$ cat config.mk
export PLATFORM = sky130hd
export DESIGN_NAME = rx_sync_sequencer
export DESIGN_NICKNAME = d
export VERILOG_FILES = /design/src/rtl/rx_sync_sequencer.sv
export SDC_FILE = /design/constraint.sdc
export NUM_CORES = 1
export LEC_CHECK = 0
export BUFFER_PORTS_ARGS = -buffer_cell sky130_fd_sc_hd__buf_2
export CORE_UTILIZATION = 41
export DETAILED_ROUTE_END_ITERATION = 8
export PLACE_DENSITY = 0.68
export SLEW_MARGIN = 15
export SYNTH_ARGS = -nofsm -noshare
export SYNTH_HDL_FRONTEND = slang
export SYNTH_SLANG_ARGS = --single-unit
$ cat constraint.sdc
create_clock -name local_clk -period 2.6 [get_ports local_clk]
set_input_delay 0.13 -clock local_clk [delete_from_list [all_inputs] [get_ports local_clk]]
set_output_delay 0.13 -clock local_clk [all_outputs]
set_load 0.1 [all_outputs]
$ cat src/rtl/rx_sync_sequencer.sv
// rx_sync_sequencer: bring-up and recovery controller for the RX second-half
// datapath (elastic buffers, block aligners, lane deskew, descramblers).
// Sequences soft resets and enables, waits for per-lane valid and deskew
// completion, declares lock or retries on alignment/deskew errors.
// Optional build macro RX_SYNC_LOSS_CNT_EN adds an 8-bit lock_loss_count
// output that counts LOCKED->RETRY transitions (saturating, reset-only clear).
// Every control output is registered from the next-state decode, so a
// decision taken in cycle N is visible in cycle N+1.

module rx_sync_sequencer #(
  parameter int unsigned MAX_LANES     = 32,
  parameter int unsigned RST_CYCLES    = 4,
  parameter int unsigned STABLE_CYCLES = 8,
  parameter int unsigned TIMEOUT       = 1024,
  parameter int unsigned MAX_RETRIES   = 3,
  parameter int unsigned TMR_WIDTH     = 11
) (
  input  logic                 local_clk,
  input  logic                 local_rst,
  input  logic                 start,
  input  logic                 GEN,
  input  logic [MAX_LANES-1:0] lane_mask,
  input  logic [MAX_LANES-1:0] deskewed_RX_valid,
  input  logic [MAX_LANES-1:0] BA_error,
  input  logic                 valid_deskew,
  input  logic                 Deskew_error,
  output logic                 Soft_RST_blocks,
  output logic                 rst_BA,
  output logic                 PIPE_CNT_rst,
  output logic                 enable,
  output logic                 enable_ltssm,
  output logic                 link_locked,
  output logic                 sync_fail,
  output logic [1:0]           retry_count,
  output logic [2:0]           state_o
`ifdef RX_SYNC_LOSS_CNT_EN
  ,
  output logic [7:0]           lock_loss_count
`endif
);

  localparam int unsigned STB_W = $clog2(STABLE_CYCLES + 1);
  localparam int unsigned RC_W  = 2;

  typedef enum logic [2:0] {
    ST_IDLE   = 3'd0,
    ST_RESET  = 3'd1,
    ST_ALIGN  = 3'd2,
    ST_DESKEW = 3'd3,
    ST_LOCKED = 3'd4,
    ST_RETRY  = 3'd5,
    ST_FAIL   = 3'd6
  } state_t;

  state_t                 r_state;
  state_t                 w_state_nxt;
  logic [TMR_WIDTH-1:0]   r_timer;
  logic [TMR_WIDTH-1:0]   w_timer_nxt;
  logic [STB_W-1:0]       r_stable;
  logic [STB_W-1:0]       w_stable_nxt;
  logic [MAX_LANES-1:0]   r_mask_q;
  logic [MAX_LANES-1:0]   w_mask_nxt;
  logic                   r_gen;
  logic                   w_gen_nxt;
  logic [RC_W-1:0]        r_retry_count;
  logic [RC_W-1:0]        w_retry_nxt;

  logic                   r_soft_rst;
  logic                   r_rst_ba;
  logic                   r_pipe_rst;
  logic                   r_enable;
  logic                   r_enable_ltssm;
  logic                   r_link_locked;
  logic                   r_sync_fail;

  logic                   w_soft_rst_nxt;
  logic                   w_rst_ba_nxt;
  logic                   w_pipe_rst_nxt;
  logic                   w_enable_nxt;
  logic                   w_enable_ltssm_nxt;
  logic                   w_link_locked_nxt;
  logic                   w_sync_fail_nxt;

  logic                   w_masked_ba;
  logic                   w_all_valid;
  logic                   w_timeout;
  logic                   w_rst_done;
  logic                   w_gen_chg;
  logic                   w_stable_done;
  logic                   w_retry_max;

  // Condition decode on masked lanes; unmasked lanes never influence anything
  assign w_masked_ba   = |(BA_error & r_mask_q);
  assign w_all_valid   = ((deskewed_RX_valid & r_mask_q) == r_mask_q);
  assign w_timeout     = (r_timer == TMR_WIDTH'(TIMEOUT - 1));
  assign w_rst_done    = (r_timer == TMR_WIDTH'(RST_CYCLES - 1));
  assign w_gen_chg     = (GEN != r_gen);
  assign w_stable_done = w_all_valid && (r_stable == STB_W'(STABLE_CYCLES - 1));
  assign w_retry_max   = (r_retry_count == RC_W'(MAX_RETRIES));

  // Next-state, bookkeeping and output decode
  always_comb begin
    w_state_nxt        = r_state;
    w_mask_nxt         = r_mask_q;
    w_retry_nxt        = r_retry_count;
    w_stable_nxt       = '0;
    w_gen_nxt          = r_gen;
    w_soft_rst_nxt     = 1'b0;
    w_rst_ba_nxt       = 1'b0;
    w_pipe_rst_nxt     = 1'b0;
    w_enable_nxt       = 1'b0;
    w_enable_ltssm_nxt = 1'b0;
    w_link_locked_nxt  = 1'b0;
    w_sync_fail_nxt    = 1'b0;

    // GEN is tracked until the datapath leaves RESET; afterwards a change retries
    if ((r_state == ST_IDLE) || (r_state == ST_RESET)) begin
      w_gen_nxt = GEN;
    end

    if ((r_state != ST_IDLE) && !start) begin
      w_state_nxt = ST_IDLE;
      w_retry_nxt = '0;
    end else begin
      unique case (r_state)
        ST_IDLE: begin
          if (start && (lane_mask != '0)) begin
            w_state_nxt = ST_RESET;
            w_mask_nxt  = lane_mask;
          end
        end
        ST_RESET: begin
          if (w_rst_done) begin
            w_state_nxt = GEN ? ST_ALIGN : ST_LOCKED;
          end
        end
        ST_ALIGN: begin
          if (w_masked_ba || w_timeout || w_gen_chg) begin
            w_state_nxt = ST_RETRY;
          end else if (w_stable_done) begin
            w_state_nxt = ST_DESKEW;
          end else if (w_all_valid) begin
            w_stable_nxt = r_stable + STB_W'(1);
          end
        end
        ST_DESKEW: begin
          if (Deskew_error || w_masked_ba || w_timeout || w_gen_chg) begin
            w_state_nxt = ST_RETRY;
          end else if (valid_deskew) begin
            w_state_nxt = ST_LOCKED;
          end
        end
        ST_LOCKED: begin
          // Retry budget is refunded once the link has held lock for a cycle
          w_retry_nxt = '0;
          if (w_gen_chg || (r_gen && (w_masked_ba || Deskew_error))) begin
            w_state_nxt = ST_RETRY;
          end
        end
        ST_RETRY: begin
          if (w_retry_max) begin
            w_state_nxt = ST_FAIL;
          end else begin
            w_state_nxt = ST_RESET;
            if (r_retry_count != '1) begin
              w_retry_nxt = r_retry_count + RC_W'(1);
            end
          end
        end
        ST_FAIL: begin
          w_state_nxt = ST_FAIL;
        end
        default: begin
          w_state_nxt = ST_IDLE;
        end
      endcase
    end

    // Control outputs follow the state being entered
    unique case (w_state_nxt)
      ST_RESET: begin
        w_soft_rst_nxt = 1'b1;
        w_rst_ba_nxt   = 1'b1;
        w_pipe_rst_nxt = 1'b1;
      end
      ST_ALIGN: begin
        w_enable_nxt = 1'b1;
      end
      ST_DESKEW: begin
        w_enable_nxt       = 1'b1;
        w_enable_ltssm_nxt = 1'b1;
      end
      ST_LOCKED: begin
        w_link_locked_nxt  = 1'b1;
        w_enable_nxt       = GEN;
        w_enable_ltssm_nxt = GEN;
      end
      ST_FAIL: begin
        w_sync_fail_nxt = 1'b1;
      end
      default: begin
      end
    endcase
  end

  // Timer restarts on every state change and saturates instead of wrapping
  always_comb begin
    w_timer_nxt = r_timer;
    if (w_state_nxt != r_state) begin
      w_timer_nxt = '0;
    end else if (r_timer != '1) begin
      w_timer_nxt = r_timer + TMR_WIDTH'(1);
    end
  end

  // State, bookkeeping and registered control outputs
  always_ff @(posedge local_clk) begin
    if (!local_rst) begin
      r_state        <= ST_IDLE;
      r_timer        <= '0;
      r_stable       <= '0;
      r_mask_q       <= '0;
      r_gen          <= 1'b0;
      r_retry_count  <= '0;
      r_soft_rst     <= 1'b0;
      r_rst_ba       <= 1'b0;
      r_pipe_rst     <= 1'b0;
      r_enable       <= 1'b0;
      r_enable_ltssm <= 1'b0;
      r_link_locked  <= 1'b0;
      r_sync_fail    <= 1'b0;
    end else begin
      r_state        <= w_state_nxt;
      r_timer        <= w_timer_nxt;
      r_stable       <= w_stable_nxt;
      r_mask_q       <= w_mask_nxt;
      r_gen          <= w_gen_nxt;
      r_retry_count  <= w_retry_nxt;
      r_soft_rst     <= w_soft_rst_nxt;
      r_rst_ba       <= w_rst_ba_nxt;
      r_pipe_rst     <= w_pipe_rst_nxt;
      r_enable       <= w_enable_nxt;
      r_enable_ltssm <= w_enable_ltssm_nxt;
      r_link_locked  <= w_link_locked_nxt;
      r_sync_fail    <= w_sync_fail_nxt;
    end
  end

`ifdef RX_SYNC_LOSS_CNT_EN
  logic [7:0] r_lock_loss_count;

  // Lifetime count of lock losses; only the hard reset clears it
  always_ff @(posedge local_clk) begin
    if (!local_rst) begin
      r_lock_loss_count <= '0;
    end else if ((r_state == ST_LOCKED) && (w_state_nxt == ST_RETRY) &&
                 (r_lock_loss_count != 8'hFF)) begin
      r_lock_loss_count <= r_lock_loss_count + 8'd1;
    end
  end

  assign lock_loss_count = r_lock_loss_count;
`endif

  assign Soft_RST_blocks = r_soft_rst;
  assign rst_BA          = r_rst_ba;
  assign PIPE_CNT_rst    = r_pipe_rst;
  assign enable          = r_enable;
  assign enable_ltssm    = r_enable_ltssm;
  assign link_locked     = r_link_locked;
  assign sync_fail       = r_sync_fail;
  assign retry_count     = r_retry_count;
  assign state_o         = r_state;

endmodule

==> After elaboration in Yosys (flattened, before gate mapping) <==
Index checks and enable logic that the tools add are counted.
{ "op_classes": {"addsub": 3, "n_eq_ne": 22, "muxes": 19, "bitwise": 6, "n_reduce_logical": 23} }
{ "op_table": {"columns": ["cell", "count"], "rows": [
  ["$and A32 B32 Y32", 2],
  ["$eq A32 B32 Y1", 1],
  ["$reduce_bool A32 Y1", 1],
  ["$reduce_or A32 Y1", 1],
  ["$mux W3", 10],
  ["$pmux W3 S7", 1],
  ["$eq A3 B3 Y1 const B", 5],
  ["$eq A3 B2 Y1 const B", 4],
  ["$add A11 B1 Y11 const B", 1],
  ["$eq A11 B10 Y1 const B", 1],
  ["$eq A11 B2 Y1 const B", 1],
  ["$ne A11 B11 Y1 const B", 1],
  ["$logic_or A1 B1 Y1", 7],
  ["$eq A3 B1 Y1 const B", 2],
  ["$ne A2 B2 Y1 const B", 3],
  ["$reduce_and A3 Y1", 2],
  ["$reduce_or A2 Y1", 3],
  ["$reduce_or A6 Y1", 1],
  ["$add A4 B1 Y4 const B", 1],
  ["$eq A4 B3 Y1 const B", 1],
  ["$logic_and A1 B1 Y1", 4],
  ["$mux W2", 2],
  ["$not A1 Y1", 4],
  ["$pmux W1 S2", 2],
  ["other kinds (10)", 12]
]} }
{ "totals": {"regBits": 58, "input_bits": 102, "output_inout_bits": 12, "wordCells": 84} }

==> Longest topological paths before layout <==
{ "logic_depth": {"depth_word": 11, "ltp_mapped": 9, "ltp_nobuf": 8} }

==> Least setup slack after synthesis <==
Ideal clock, no wire load.
{ "synth_timing": {"path_type": "reg2reg", "start": "register r_state[0] (netlist: state_o[0])", "end": "register r_enable_ltssm (netlist: enable_ltssm)", "setup_time_ps": 67, "arrival_ps": 2505, "required_ps": 2533, "path_slack_ps": 28, "stages_incl_launch_ff": 9, "path_buffers": 1, "period_less_slack_ps": 2572, "cell_sequence": "dfxtp_1 > clkbuf_1 > inv_1 > nor2_1 > a32o_1 > a31oi_2 > or3_1 > a21o_1 > a21oi_2"} }
{ "synth_via": {"elab_chain_cells": 6, "elab_cells_between_ends": 21, "classes_between": "eq/ne (8); mux (10); reduce/logical (3)"} }
{ "synth_lines": {"columns": ["item", "line", "rtl"], "rows": [
  ["from (decl)", "55", "state_t r_state;"],
  ["from (signal assigned)", "233", "r_state <= w_state_nxt;"],
  ["$mux W3, on equally long branches", "149, 140", null],
  ["$mux W3, on equally long branches", "147, 138", null],
  ["$pmux W3 S7", "125", "unique case (r_state)"],
  ["$mux W3 *", "121", "if ((r_state != ST_IDLE) && !start) begin"],
  ["$eq A3 B3 Y1 / $eq A3 B2 Y1 (equally long branches)", "180", "unique case (w_state_nxt)"],
  ["$pmux W1 S2 *", "180", null],
  ["to (signal assigned)", "243", "r_enable_ltssm <= w_enable_ltssm_nxt;"],
  ["to (decl)", "72", "logic r_enable_ltssm;"]
]} }
Mark *: on every way between the ends. The rest lies on a longest branch, timed or not.
A chain may end at the register's enable or synchronous reset.

==> Worst setup path after layout <==
{ "layout_timing": {"start": "register r_mask_q[9]", "end": "register r_timer[10]"} }
{ "layout_via": {"elab_chain_cells": 10, "elab_cells_between_ends": 20, "classes_between": "eq/ne (2); mux (6); bitwise (2); reduce/logical (10)"} }
{ "layout_lines": {"columns": ["item", "line", "rtl"], "rows": [
  ["from (decl)", "61", "logic [MAX_LANES-1:0] r_mask_q;"],
  ["from (signal assigned)", "236", "r_mask_q <= w_mask_nxt;"],
  ["$and A32 B32 Y32", "93", "assign w_masked_ba = |(BA_error & r_mask_q);"],
  ["$reduce_or A32 Y1", "93", null],
  ["$logic_or A1 B1 Y1", "147, 156", null],
  ["$logic_and A1 B1 Y1 / $logic_or A1 B1 Y1 (equally long branches)", "156, 147", null],
  ["$logic_or A1 B1 Y1, on equally long branches", "156, 147", null],
  ["$mux W3, on equally long branches", "156, 147", null],
  ["$pmux W3 S7 *", "125", null],
  ["$mux W3 *", "121", null],
  ["$ne A3 B3 Y1 *", "209", "if (w_state_nxt != r_state) begin"],
  ["$reduce_or A2 Y1 (no line) *", null, null],
  ["to (signal assigned)", "234", "r_timer <= w_timer_nxt;"],
  ["to (decl)", "57", "logic [TMR_WIDTH-1:0] r_timer;"]
]} }
Marked as above.

==> results.cfg <==
[run_status]
run_status = complete, no violations

[sta]
setup_slack_ps = 172.1
worst-slew-pin-transition_ps = 643.4
whs_ps = 36.03
max-slew-margin-rel_pct = 56.00
report.final.hold_viol_count = 0
period_minus_slack_ps = 2428
tns_ps = 0
final.setup_skew_ps = 7.485
maxSlewViolCount = 0
finalCritPeriodShare_pct = 93.38
final-setup-viol-count = 0
max_clock_freq_ghz = 0.4119

[power]
power_density_nw_per_um2 = 616.9
design_power_total_mw = 2.457
p_leak_nw = 1.845
ir_worst_vdd_v = 0.0004315

[global_routing]
grt_overall_usage_pct = 24.42
antenna_found_initial = 0
grt_start_max_net_pins = 34
grt_first_pass_wirelength_microns = 14090
globalRouteOverflowTotal = 0
first_global_vias = 2930

[synth]
synth.lib_cells_used.distinct = 51
synth-edff-count = 0
syn_area_per_cell_sq_um = 8.701
sequential_cell_area_fraction_in_the_yosys_report_pct = 38.02
synth_warnings = 0
asyncSetResetFlopFracSynth_pct = 0
yosys_register_bits = 58
yosys.area.top_type_share_pct = 38.02
ys_top_cells_by_count = sky130_fd_sc_hd__nor2_1, sky130_fd_sc_hd__dfxtp_1, sky130_fd_sc_hd__mux2i_1
synth_area_sq_um = 3054
yosys.area.top_type = sky130_fd_sc_hd__dfxtp_1
synthesis.instances = 351
synthesis.nets = 456
synth.area.top_cells = sky130_fd_sc_hd__dfxtp_1, sky130_fd_sc_hd__mux2i_1, sky130_fd_sc_hd__nor2_1, sky130_fd_sc_hd__nor2b_1, sky130_fd_sc_hd__a22oi_1
yosysMostFrequentCell = sky130_fd_sc_hd__nor2_1
postSynth.topFlopCell = sky130_fd_sc_hd__dfxtp_1

[floorplanning]
rows = 31
top_level_ports = 114
die_w_microns = 88.31
die_area_sq_um = 7799
start_util_pct = 42.33
floorplan.core_area_sq_um = 7214
die-height_microns = 88.31

[setup_path]
timing.rr.start = r_mask_q[9]
cp-end-kind = flip-flop
cp_slowest_cell = sky130_fd_sc_hd__a2111oi_0
endpoint = r_timer[10]
reg2reg_to = r_timer[10]
worst-r2r-cell-count = 8
critPathMaxFanout = 8
cp-startpoint = r_mask_q[9]
crit_path_start_kind = flip-flop
critPathArrivalTime_ps = 2660
crit_type = reg -> reg
critical_path.max_stage_delay_ps = 600
worstPathCellList = nor2b_1 > a2111oi_0 > nand4_1 > nor3_1 > o21ai_1 > o2111ai_2 > buf_4 > nor2_1
timing.critical_path.required_ps = 2830
worst_reg_to_reg_setup_slack_ps = 170

[placed_design]
io_buf_count = 113
post-dp-hpwl_microns = 7253
placement.setup.worst_slack_ps = 194.2
dp_cells = 556
post_dp_cell_area_sq_um = 3730
place.gp.congestion = 0.9051

[hold_path]
worst_hold_path_type = in -> reg

[finish]
final_core_util_pct = 55.20
fin_area_sq_um = 3983
final_net_count = 573
syn_to_final_growth_pct = 30.40
finalNonFillerCells = 572
num_antenna_cells = 0
layout-drive-gt1-share_pct = 30.87

[drt]
wl_per_cell_microns = 16.03
drc_errors = 0
vias_per_instance = 5.395
route.antenna.remaining_nets = 0
via_count = 3086
firstDrtPassIters = 6
detail_route.wirelength_microns = 9168
drt_iter0_markers = 136

[cts]
cts.htree.levels = 3
post_cts_hold_buffer_count = 0
ctsRootBufferMaster = sky130_fd_sc_hd__clkbuf_8
clock_tree_from_tritoncts = done
cts_sinks = 58
cts_setup_buffers = 0
clk_pin_slew_ps = 70
numCtsBuffers = 9
max-clock-path-buffers = 2
clkLatencyLatePin_ps = 340

[run]
max_cap_viol_count = 0
cells in the final DEF, fill, tap and decap left out, drive strengths merged, types with 4 or more instances in the layout:
master   instances
inv             12
xor2             4
nor4            10
nand2           19
a2111oi          8
o21ai           11
a21oi            6
or4              4
mux2i           34
clkbuf          11
buf            119
nor3             5
nand3            6
nor2            59
nand2b           6
nand4           13
xnor2            5
a22oi           17
dfxtp           58
nor2b           26
cells by family after synthesis:
| family | after synthesis | synth area share (%) |
|---|---|---|
| flops | 58 | 38.02 |
| mux | 34 | 11.14 |
| fa+ha+maj | 3 | 1.229 |
| xor+xnor | 9 | 2.581 |
| compound gates | 59 | 14.83 |
| buf+inv | 26 | 3.810 |
| simple gates | 162 | 28.39 |
worst min-delay path by stage:
stage | cells past startpoint | end | slack [ps] | startpoint
global placement | 3 | r_mask_q[28] | 380 | lane_mask[28]
detailed placement | 3 | r_mask_q[28] | 390 | lane_mask[28]
global route | 3 | r_mask_q[31] | 40 | lane_mask[31]
CTS | 3 | r_mask_q[28] | 30 | lane_mask[28]
floorplan | 2 | r_gen | 270 | GEN
finish | 3 | r_mask_q[12] | 40 | lane_mask[12]
timing repair:
action	in CTS	in global routing
gates resized for setup	0	1
endpoints found under the hold margin	0	0
setup endpoints to repair	0	9
power by group:
| group | internal (mW) | switching, mW | total [mW] |
|---|---|---|---|
| registers | 0.934 | 0.0464 | 0.980 |
| clock network | 0.686 | 0.373 | 1.06 |
| logic | 0.176 | 0.242 | 0.418 |
| total | 1.80 | 0.662 | 2.46 |
sequential cells by signal, summed over array words and instances (netlist names):
| signal | cells |
|---|---|
| PIPE_CNT_rst | 1 |
| enable_ltssm | 1 |
| r_mask_q | 32 |
| r_gen | 1 |
| r_stable | 4 |
| state_o | 3 |
| sync_fail | 1 |
| r_timer | 11 |
| enable | 1 |
| link_locked | 1 |
| retry_count | 2 |
cell type report:
cell class,count,area [sq um]
fill,688,3232
tap,99,123.9
multi-input combinational,267,1787
inverter,13,48.80
sequential,58,1161
timing repair buffer,119,610.6
clock inverter,5,100.1
clock buffer,11,151.4
worst max-delay path, delay by kind of cell (launching register included):
kind,cells,cell delay (ps)
buf+inv,1,220
compound gates,3,1090
flops,1,340
simple gates,4,660
metal layers:
metal  global-route usage [%]  share of wire [%]  vias up
met5                        0                  0        -
met3                    6.903                7.8       18
met2                    41.75                 50      154
li1                         -                  -     1500
met4                    8.944                2.3        0
met1                    29.21                 40     1414
Power figures use the tool's default switching activity.
